--- config.mk ---
export PLATFORM = sky130hd
export DESIGN_NAME = subtract_lookahead_pipe_16_bit
export DESIGN_NICKNAME = d
export VERILOG_FILES = /design/src/rtl/subtract_lookahead_pipe_16_bit.sv
export SDC_FILE = /design/constraint.sdc
export NUM_CORES = 1
export LEC_CHECK = 0
export BUFFER_PORTS_ARGS = -buffer_cell sky130_fd_sc_hd__buf_2
export CAP_MARGIN = 20
export CORE_MARGIN = 10
export CORE_UTILIZATION = 29
export CTS_BUF_LIST = sky130_fd_sc_hd__clkbuf_4 sky130_fd_sc_hd__clkbuf_8 sky130_fd_sc_hd__clkbuf_16
export CTS_CLUSTER_DIAMETER = 30
export DETAILED_ROUTE_END_ITERATION = 10
export GPL_TIMING_DRIVEN = 0
export PLACE_DENSITY_LB_ADDON = 0.15
export SETUP_SLACK_MARGIN = 0.3
export SYNTH_ARGS = -nofsm -noshare
export SYNTH_HDL_FRONTEND = slang
export SYNTH_SLANG_ARGS = --single-unit
--- constraint.sdc ---
create_clock -name clk -period 2.65 [get_ports clk]
set_input_delay 0.3975 -clock clk [delete_from_list [all_inputs] [get_ports clk]]
set_output_delay 0.3975 -clock clk [all_outputs]
set_load 0.02 [all_outputs]
--- src/rtl/subtract_lookahead_pipe_16_bit.sv ---
// -----------------------------------------------------------------------------
// subtract_lookahead_pipe_16_bit
//
// Purpose:
//   Two-stage pipelined subtract/compare unit for the GSU ALU (SUB, SBC, CMP).
//   Computes a + ~b + cin (cin = in_sbc ? in_cy : 1), i.e. a - b - borrow.
//   Stage 1 produces the low half with 4-bit lookahead groups, and registers
//   the low-half carry-out. Stage 2 produces the high half from that
//   registered carry, then derives the Z/S/CY/OV flags.
//
// Ports:
//   clk, reset_n          rising-edge clock, asynchronous active-low reset
//   in_valid / in_ready   operand handshake (in_ready depends on out_ready)
//   in_a, in_b            minuend / subtrahend
//   in_sbc, in_cy         SBC select and current CY flag (1 = no borrow)
//   in_tag                opaque destination tag, passed through unchanged
//   out_valid / out_ready result handshake
//   out_result            a - b - borrow modulo 2^WIDTH
//   out_z, out_s          zero / sign of the result
//   out_cy                1 = no borrow out
//   out_ov                signed overflow
//   out_tag               tag of this result
// -----------------------------------------------------------------------------

// Half-width adder for a + nb + cin built from 4-bit lookahead groups. Inside
// a group, every carry is derived from the group carry-in through prefix
// generate/propagate terms. Group carries ripple from group to group. The
// last group is narrower when HW is not a multiple of 4.
module sub_la_half #(
  parameter int HW = 8
) (
  input  logic [HW-1:0] i_a,
  input  logic [HW-1:0] i_nb,
  input  logic          i_cin,
  output logic [HW-1:0] o_sum,
  output logic          o_cout
);
  localparam int NG = (HW + 3) / 4;

  logic [HW-1:0] w_p;
  logic [HW-1:0] w_g;

  assign w_p = i_a ^ i_nb;
  assign w_g = i_a & i_nb;

  genvar gi;
  generate
    for (gi = 0; gi < NG; gi++) begin : g_grp
      localparam int LO = gi * 4;
      localparam int GW = ((HW - LO) < 4) ? (HW - LO) : 4;

      logic          w_cin_g;
      logic          w_cout_g;
      logic [GW-1:0] w_sum_g;
      // Prefix generate/propagate from the group's LSB up to bit j (exclusive).
      logic [GW:0]   w_gg;
      logic [GW:0]   w_gp;

      if (gi == 0) begin : g_first
        assign w_cin_g = i_cin;
      end else begin : g_chain
        assign w_cin_g = g_grp[gi-1].w_cout_g;
      end

      always_comb begin
        w_gg    = '0;
        w_gp    = '0;
        w_sum_g = '0;
        w_gp[0] = 1'b1;
        for (int j = 0; j < GW; j++) begin
          w_gg[j+1]  = w_g[LO+j] | (w_p[LO+j] & w_gg[j]);
          w_gp[j+1]  = w_p[LO+j] & w_gp[j];
          w_sum_g[j] = w_p[LO+j] ^ (w_gg[j] | (w_gp[j] & w_cin_g));
        end
        w_cout_g = w_gg[GW] | (w_gp[GW] & w_cin_g);
      end

      assign o_sum[LO +: GW] = w_sum_g;
    end
  endgenerate

  assign o_cout = g_grp[NG-1].w_cout_g;
endmodule

module subtract_lookahead_pipe_16_bit #(
  parameter int WIDTH = 16,
  parameter int TAG_W = 4
) (
  input  logic             clk,
  input  logic             reset_n,
  input  logic             in_valid,
  output logic             in_ready,
  input  logic [WIDTH-1:0] in_a,
  input  logic [WIDTH-1:0] in_b,
  input  logic             in_sbc,
  input  logic             in_cy,
  input  logic [TAG_W-1:0] in_tag,
  output logic             out_valid,
  input  logic             out_ready,
  output logic [WIDTH-1:0] out_result,
  output logic             out_z,
  output logic             out_s,
  output logic             out_cy,
  output logic             out_ov,
  output logic [TAG_W-1:0] out_tag
);
  localparam int HW = WIDTH / 2;

  // Stage 1 state
  logic             r_s1_valid;
  logic [HW-1:0]    r_s1_lo;
  logic             r_s1_c;
  logic [HW-1:0]    r_s1_a_hi;
  logic [HW-1:0]    r_s1_b_hi;
  logic [TAG_W-1:0] r_s1_tag;

  // Stage 2 (output) state
  logic             r_s2_valid;
  logic [WIDTH-1:0] r_result;
  logic             r_z;
  logic             r_s;
  logic             r_cy;
  logic             r_ov;
  logic [TAG_W-1:0] r_tag;

  logic             w_cin;
  logic [HW-1:0]    w_lo_sum;
  logic             w_lo_cout;
  logic [HW-1:0]    w_hi_sum;
  logic             w_hi_cout;
  logic             w_s2_adv;
  logic             w_accept;
  logic [WIDTH-1:0] w_full;

  // SUB/CMP feed a carry of 1 (no borrow). SBC feeds the live CY flag.
  assign w_cin = in_sbc ? in_cy : 1'b1;

  sub_la_half #(.HW(HW)) u_lo (
    .i_a    (in_a[HW-1:0]),
    .i_nb   (~in_b[HW-1:0]),
    .i_cin  (w_cin),
    .o_sum  (w_lo_sum),
    .o_cout (w_lo_cout)
  );

  sub_la_half #(.HW(HW)) u_hi (
    .i_a    (r_s1_a_hi),
    .i_nb   (~r_s1_b_hi),
    .i_cin  (r_s1_c),
    .o_sum  (w_hi_sum),
    .o_cout (w_hi_cout)
  );

  assign w_full = {w_hi_sum, r_s1_lo};

  // Stage 2 drains whenever it is empty or the consumer takes its result.
  // Stage 1 moves into stage 2 under the same condition. A full stage 1 can
  // therefore refill on the same edge that it hands its entry over.
  assign w_s2_adv = ~r_s2_valid | out_ready;
  assign in_ready = ~r_s1_valid | w_s2_adv;
  assign w_accept = in_valid & in_ready;

  always_ff @(posedge clk or negedge reset_n) begin
    if (!reset_n) begin
      r_s1_valid <= 1'b0;
      r_s1_lo    <= '0;
      r_s1_c     <= 1'b0;
      r_s1_a_hi  <= '0;
      r_s1_b_hi  <= '0;
      r_s1_tag   <= '0;
      r_s2_valid <= 1'b0;
      r_result   <= '0;
      r_z        <= 1'b0;
      r_s        <= 1'b0;
      r_cy       <= 1'b0;
      r_ov       <= 1'b0;
      r_tag      <= '0;
    end else begin
      if (w_s2_adv) begin
        r_s2_valid <= r_s1_valid;
        if (r_s1_valid) begin
          r_result <= w_full;
          r_z      <= ~|w_full;
          r_s      <= w_hi_sum[HW-1];
          r_cy     <= w_hi_cout;
          // Overflow only when the operand signs differ and the result sign
          // differs from the minuend's sign.
          r_ov     <= (r_s1_a_hi[HW-1] ^ r_s1_b_hi[HW-1]) &
                      (r_s1_a_hi[HW-1] ^ w_hi_sum[HW-1]);
          r_tag    <= r_s1_tag;
        end
      end
      if (in_ready) begin
        r_s1_valid <= in_valid;
        if (w_accept) begin
          r_s1_lo   <= w_lo_sum;
          r_s1_c    <= w_lo_cout;
          r_s1_a_hi <= in_a[WIDTH-1:HW];
          r_s1_b_hi <= in_b[WIDTH-1:HW];
          r_s1_tag  <= in_tag;
        end
      end
    end
  end

  assign out_valid  = r_s2_valid;
  assign out_result = r_result;
  assign out_z      = r_z;
  assign out_s      = r_s;
  assign out_cy     = r_cy;
  assign out_ov     = r_ov;
  assign out_tag    = r_tag;
endmodule
==> results of run 1 <==
-- flip-flops by register name (all words and copies together) (netlist names) --
register,flops
out_ov,1
r_s1_b_hi,8
out_z,1
r_s1_c,1
out_valid,1
out_cy,1
out_tag,4
r_s1_valid,1
out_result,16
r_s1_tag,4
r_s1_lo,8
r_s1_a_hi,8
-- routing by layer --
metal | vias to the layer above | routed length (um)
met3 | 9 | 525
met4 | 2 | 93
li1 | 1018 | -
met5 | - | 13
met1 | 940 | 2960
met2 | 52 | 3010
-- synthesized netlist by cell type (all sizes together) (2+ instances only) --
cell type   n
xnor2       7
nand2b      6
fa          4
buf         5
nor2        5
ha         16
nand2      66
dfrtp      54
inv        20
xor2        4
clkbuf      3
a21o        3
a21oi      11
o21ai      14
a211oi      2
mux2       21
nor4        2
-- critical path: stages (launching register included) --
cell	delay [ns]
dfrtp_1	0.41
inv_2	0.09
ha_4	0.21
a21oi_4	0.16
o211ai_2	0.15
a21oi_2	0.17
inv_1	0.07
fa_2	0.45
or4_4	0.45
nor3_4	0.14
nand3_2	0.10
nor4_4	0.14
a32o_1	0.18
-- area by class of cell --
type | count | area share
Buffer | 8 | 0.0111
Sequential cell | 54 | 0.399
Timing Repair Buffer | 70 | 0.109
Clock inverter | 2 | 0.00406
Clock buffer | 6 | 0.0225
Tap cell | 111 | 0.0410
Inverter | 20 | 0.0222
Multi-Input combinational cell | 178 | 0.391
-- where the power goes --
group / switching (mW) / internal, mW / total, mW
Sequential: 0.123 / 1.01 / 1.13
Clock: 0.274 / 0.198 / 0.471
Combinational: 0.585 / 0.410 / 0.995
-- worst max-delay path by stage --
stage / start / end / slack, ns / cells past startpoint
after floorplan: r_s1_a_hi[0] / out_z / 0.03 / 11
after global placement: r_s1_b_hi[0] / out_z / -0.32 / 12
after detailed placement: r_s1_b_hi[0] / out_z / -0.35 / 12
after CTS: r_s1_b_hi[0] / out_z / -0.23 / 12
after global routing: r_s1_b_hi[0] / out_z / -0.34 / 12
final: r_s1_b_hi[0] / out_z / -0.13 / 12
-- cells by family after synthesis --
| logic type | Yosys count | share of synthesized area |
|---|---|---|
| multiplexers | 21 | 0.0865 |
| buffers and inverters | 28 | 0.0412 |
| AO/OA/AOI/OAI | 39 | 0.0970 |
| flip-flops | 54 | 0.494 |
| adder cells (fa/ha/maj) | 20 | 0.103 |
| AND/OR/NAND/NOR | 87 | 0.143 |
| XOR/XNOR | 11 | 0.0352 |
-- what timing repair did --
item	CTS	global route
setup endpoints to repair	1	1
buffers inserted	1	1
pin swaps	1	2
gates resized for setup	5	3
-- metrics by stage --
step | hold slack (ns) | total power [mW]
6_report | 0.0830 | 2.60
5_1_grt | 0.118 | 2.81
4_1_cts | 0.0959 | 2.63
3_5_place_dp | 0.446 | 2.11
3_3_place_gp | 0.441 | 2.09
2_1_floorplan | 0.102 | 1.77
==> impl_metrics.yaml, run 1 <==
final_layout:
  final_util: 0.368
  syn2layout_area_growth_pct: 23.9
  nets: 399
  fill_cells: 937
  mostFrequentLayoutCell: "buf_2"
  seq_area_sq_um: 1350
  multi_input_area_sq_um: 1330
  final_cell_area_sq_um: 3390
  final_cell_mix: "70 x buf_2, 66 x nand2_1, 54 x dfrtp_1"
  final-instance-count-excl-fill: 449
  diodes: 0
  drive_above_1_share: 0.352
drt:
  dr.first_iter.drc_count: 84
  ant_nets: 0
  wl_um: 6600
  wl_per_cell_um: 14.7
  first_pass_iters: 4
  via_per_inst: 4.50
  vias: 2021
  drc: 0
timing:
  relSlewSlack: 0.604
  setup_tns_ns: -0.127
  max_freq_mhz: 360
  setup_ws_ns: -0.127
  rsz0062_at_grt: "yes"
  slew_viol_final: 0
  setup_violations: 1
  skew_ns: 0.00617
  period_needed_ns: 2.78
  worst_pin_slew_ns: 0.593
  finalHoldViolCount: 0
  post-route-period-util: 1.05
global_routing:
  grt-busiest-layer: "met2"
  grt_pass1_wl_um: 10900
  grt_antenna_before_repair: 1
  gr-usage-met2: 0.159
  grt_usage: 0.101
  grt-ovfl-total: 0
  globalRouteMet3Util: 0.0362
  grt_max_degree: 31
  met1_usage: 0.126
  grt_pass1_vias: 2151
run_status:
  outcome: "finished, violations left"
  violations: "negative setup slack"
logic_synthesis:
  yosysUniqueCellTypes: 40
  synth_area_leader_cell: "dfrtp_1"
  synth-main-ff-cell: "dfrtp_1"
  synth-edff-count: 0
  ys_seq_elements: 54
  yosysSeqAreaShare: 0.494
  synth_area_leaders: "dfrtp_1 49%, nand2_1 9.1%, mux2_2 8.6%, ha_1 7.3%, fa_1 2.9%"
  synthArstFlopShare: 1.00
  ys_warn_count: 0
  synthesis.area_sq_um: 2730
  yosysTopAreaCellShare: 0.494
  synth_fp_nets: 322
  syn_avg_cell_area_sq_um: 10.5
  synthCells: 260
floorplanning:
  ioPinCount: 68
  die_y_um: 117
  die-area_sq_um: 13700
  die_width_um: 117
  core_sq_um: 9200
  start_util: 0.297
  num_rows: 35
clock_network:
  path_clk_slew_ns: 0.10
  postCtsHoldBufs: 0
  tritoncts: "yes"
  cts_inserted_buffers: 5
  worstSkewPairLatency_ns: 0.31
  cts-htree-levels: 2
  cts_root_buffer: "clkbuf_8"
  clock_sinks: 54
  cts_buffer_depth: 2
place:
  dp_hpwl_um: 5100
  gp_congestion: 0.721
  dp_cells: 439
  dpl-instance-area_sq_um: 3230
  io_buffers: 67
  place_worst_setup_slack_ns: -0.346
pwr:
  cellPowerDensity_nw_per_um2: 768
  p_leak_nw: 1.71
  vdd_drop_max_v: 0.000268
worst_setup_path:
  worstPathMaxFanout: 3
  critPathKind: "flip-flop to flip-flop"
  r2r-end: "out_z"
  endpoint_kind: "flip-flop"
  r2r_start: "r_s1_b_hi[0]"
  required_ns: 2.90
  arrival_ns: 3.03
  crit_path_start_kind: "flip-flop"
  rr_worst_depth: 12
  r2r_slack_ns: -0.13
job:
  max_cap_viol_count: 0
hold_path:
  hold_class: "input port to async pin"
Note: power is estimated with default switching activity, not from simulation.
==> inputs of run 2 (changes only) <==
Settings changed: CORE_UTILIZATION 29 to 48.
==> run 2 against run 1 <==
  * The run still ends with negative setup slack left
  * Non-clock buffer count is 1 higher
  * Die area is 34% lower
  * Clock power is 3% lower
  * Power is 1.4% lower
  * Critical path type unchanged
  * Critical endpoint unchanged
  * Largest cell class unchanged
==> impl_metrics.yaml, run 2 (synthesis gave the netlist of run 1 again) <==
pwr:
  p_leak_nw: 1.70
  p_clk_frac: 0.178
  switching_share: 0.367
  p_seq_frac: 0.442
  vdd_drop_max_v: 0.000453
  p_sw_mw: 0.940
  cellPowerDensity_nw_per_um2: 770
  p_comb_frac: 0.380
  power.internal_mw: 1.62
place:
  gp_congestion: 0.768
  dp_cells: 400
  io_buffers: 67
  place_worst_setup_slack_ns: -0.304
  dpl-instance-area_sq_um: 3180
  dp_hpwl_um: 4720
floorplanning:
  ioPinCount: 68
  core_sq_um: 5510
  die_width_um: 95.5
  die-area_sq_um: 9110
  num_rows: 27
  die_y_um: 95.5
  start_util: 0.496
timing:
  finalHoldViolCount: 0
  setup_violations: 1
  rsz0062_at_grt: "yes"
  setup_tns_ns: -0.151
  skew_ns: 0.00507
  slew_viol_final: 0
  post-route-period-util: 1.06
  worst_pin_slew_ns: 0.515
  period_needed_ns: 2.80
  setup_ws_ns: -0.151
  max_freq_mhz: 357
  relSlewSlack: 0.657
clock_network:
  cts_buffer_depth: 2
  cts_root_buffer: "clkbuf_8"
  path_clk_slew_ns: 0.09
  tritoncts: "yes"
  cts_inserted_buffers: 5
  cts-htree-levels: 2
  worstSkewPairLatency_ns: 0.30
  clock_sinks: 54
worst_setup_path:
  r2r_slack_ns: -0.15
  r2r-end: "out_z"
  required_ns: 2.90
  arrival_ns: 3.05
  worstPathMaxFanout: 3
  crit_path_start_kind: "flip-flop"
  endpoint_kind: "flip-flop"
  r2r_start: "r_s1_b_hi[0]"
  rr_worst_depth: 12
  critPathKind: "flip-flop to flip-flop"
final_layout:
  mostFrequentLayoutCell: "buf_2"
  final_cell_mix: "70 x buf_2, 66 x nand2_1, 54 x dfrtp_1"
  largest_reg_flops: 16
  diodes: 0
  syn2layout_area_growth_pct: 21.7
  final-instance-count-excl-fill: 409
  final_util: 0.604
  drive_above_1_share: 0.347
  nets: 400
  fill_cells: 497
  final_cell_area_sq_um: 3330
drt:
  vias: 2036
  dr.first_iter.drc_count: 64
  first_pass_iters: 4
  wl_um: 6100
  ant_nets: 0
  wl_per_cell_um: 14.9
  drc: 0
  via_per_inst: 4.98
global_routing:
  grt-ovfl-total: 0
  grt_pass1_vias: 2202
  grt_antenna_before_repair: 0
  grt_max_degree: 37
  grt_usage: 0.143
  grt_pass1_wl_um: 10300
run_status:
  outcome: "finished, violations left"
  violations: "negative setup slack"
hold_path:
  hold_class: "input port to async pin"
job:
  max_cap_viol_count: 0
==> run 2: cell types whose count changed in the layout (fill, tap and decap cells not counted), sizes merged <==
cell    delta
clkinv     -2
buf        +1
==> run 2: per-layer routing <==
metal | share of wire | up-vias | global-route usage
li1 | - | 1021 | -
met1 | 0.44 | 956 | 0.179
met2 | 0.46 | 49 | 0.226
met3 | 0.079 | 10 | 0.0487
met4 | 0.016 | 0 | 0.0491
met5 | 0 | - | 0
==> run 2: power groups by stage <==
stage / combinational (mW) / sequential [mW] / clock, mW
6_report: 0.975 / 1.13 / 0.456
5_1_grt: 1.10 / 1.16 / 0.500
4_1_cts: 0.992 / 1.13 / 0.469
3_5_place_dp: 0.947 / 1.15 / 0
3_3_place_gp: 0.924 / 1.14 / 0
2_1_floorplan: 0.498 / 1.27 / 0
==> run 2: critical path, stage by stage (launching register included) <==
cell and delay (ns):
dfrtp_1 0.40, inv_2 0.09, ha_4 0.21, a21oi_4 0.14, o211ai_2 0.13, a21oi_2 0.16, inv_1 0.06, fa_1 0.49
or4_4 0.45, nor3_4 0.16, nand3_2 0.09, nor4_2 0.15, a32o_1 0.18
==> run 2: worst max path at each step <==
stage,slack (ns),to,startpoint
5_1_grt,-0.28,out_z,r_s1_b_hi[0]
3_3_place_gp,-0.25,out_z,r_s1_a_hi[0]
3_5_place_dp,-0.30,out_z,r_s1_a_hi[0]
2_1_floorplan,0.03,out_z,r_s1_a_hi[0]
6_report,-0.15,out_z,r_s1_b_hi[0]
4_1_cts,-0.13,out_z,r_s1_b_hi[0]
==> run 2: layout make-up <==
class                           instances  area, sq um  area share
Clock buffer                            6         82.6      0.0248
Multi-Input combinational cell        178         1310       0.395
Tap cell                               72         90.1      0.0271
Timing Repair Buffer                   71          378       0.114
Inverter                               20         75.1      0.0226
Sequential cell                        54         1350       0.406
Buffer                                  8         37.5      0.0113
==> run 2: what timing repair did <==
item	CTS	global route
hold buffers	0	0
pin swaps	2	1
resized for setup	6	0
endpoints found under the setup margin	1	1
gates cloned	0	0
setup buffers	3	0
==> run 2: per-stage QoR <==
step | power [mW] | hold WS [ns]
after CTS | 2.60 | 0.0441
after global placement | 2.06 | 0.440
after floorplan | 1.77 | 0.102
after global routing | 2.76 | 0.0476
after detailed placement | 2.09 | 0.378
final | 2.56 | 0.0376
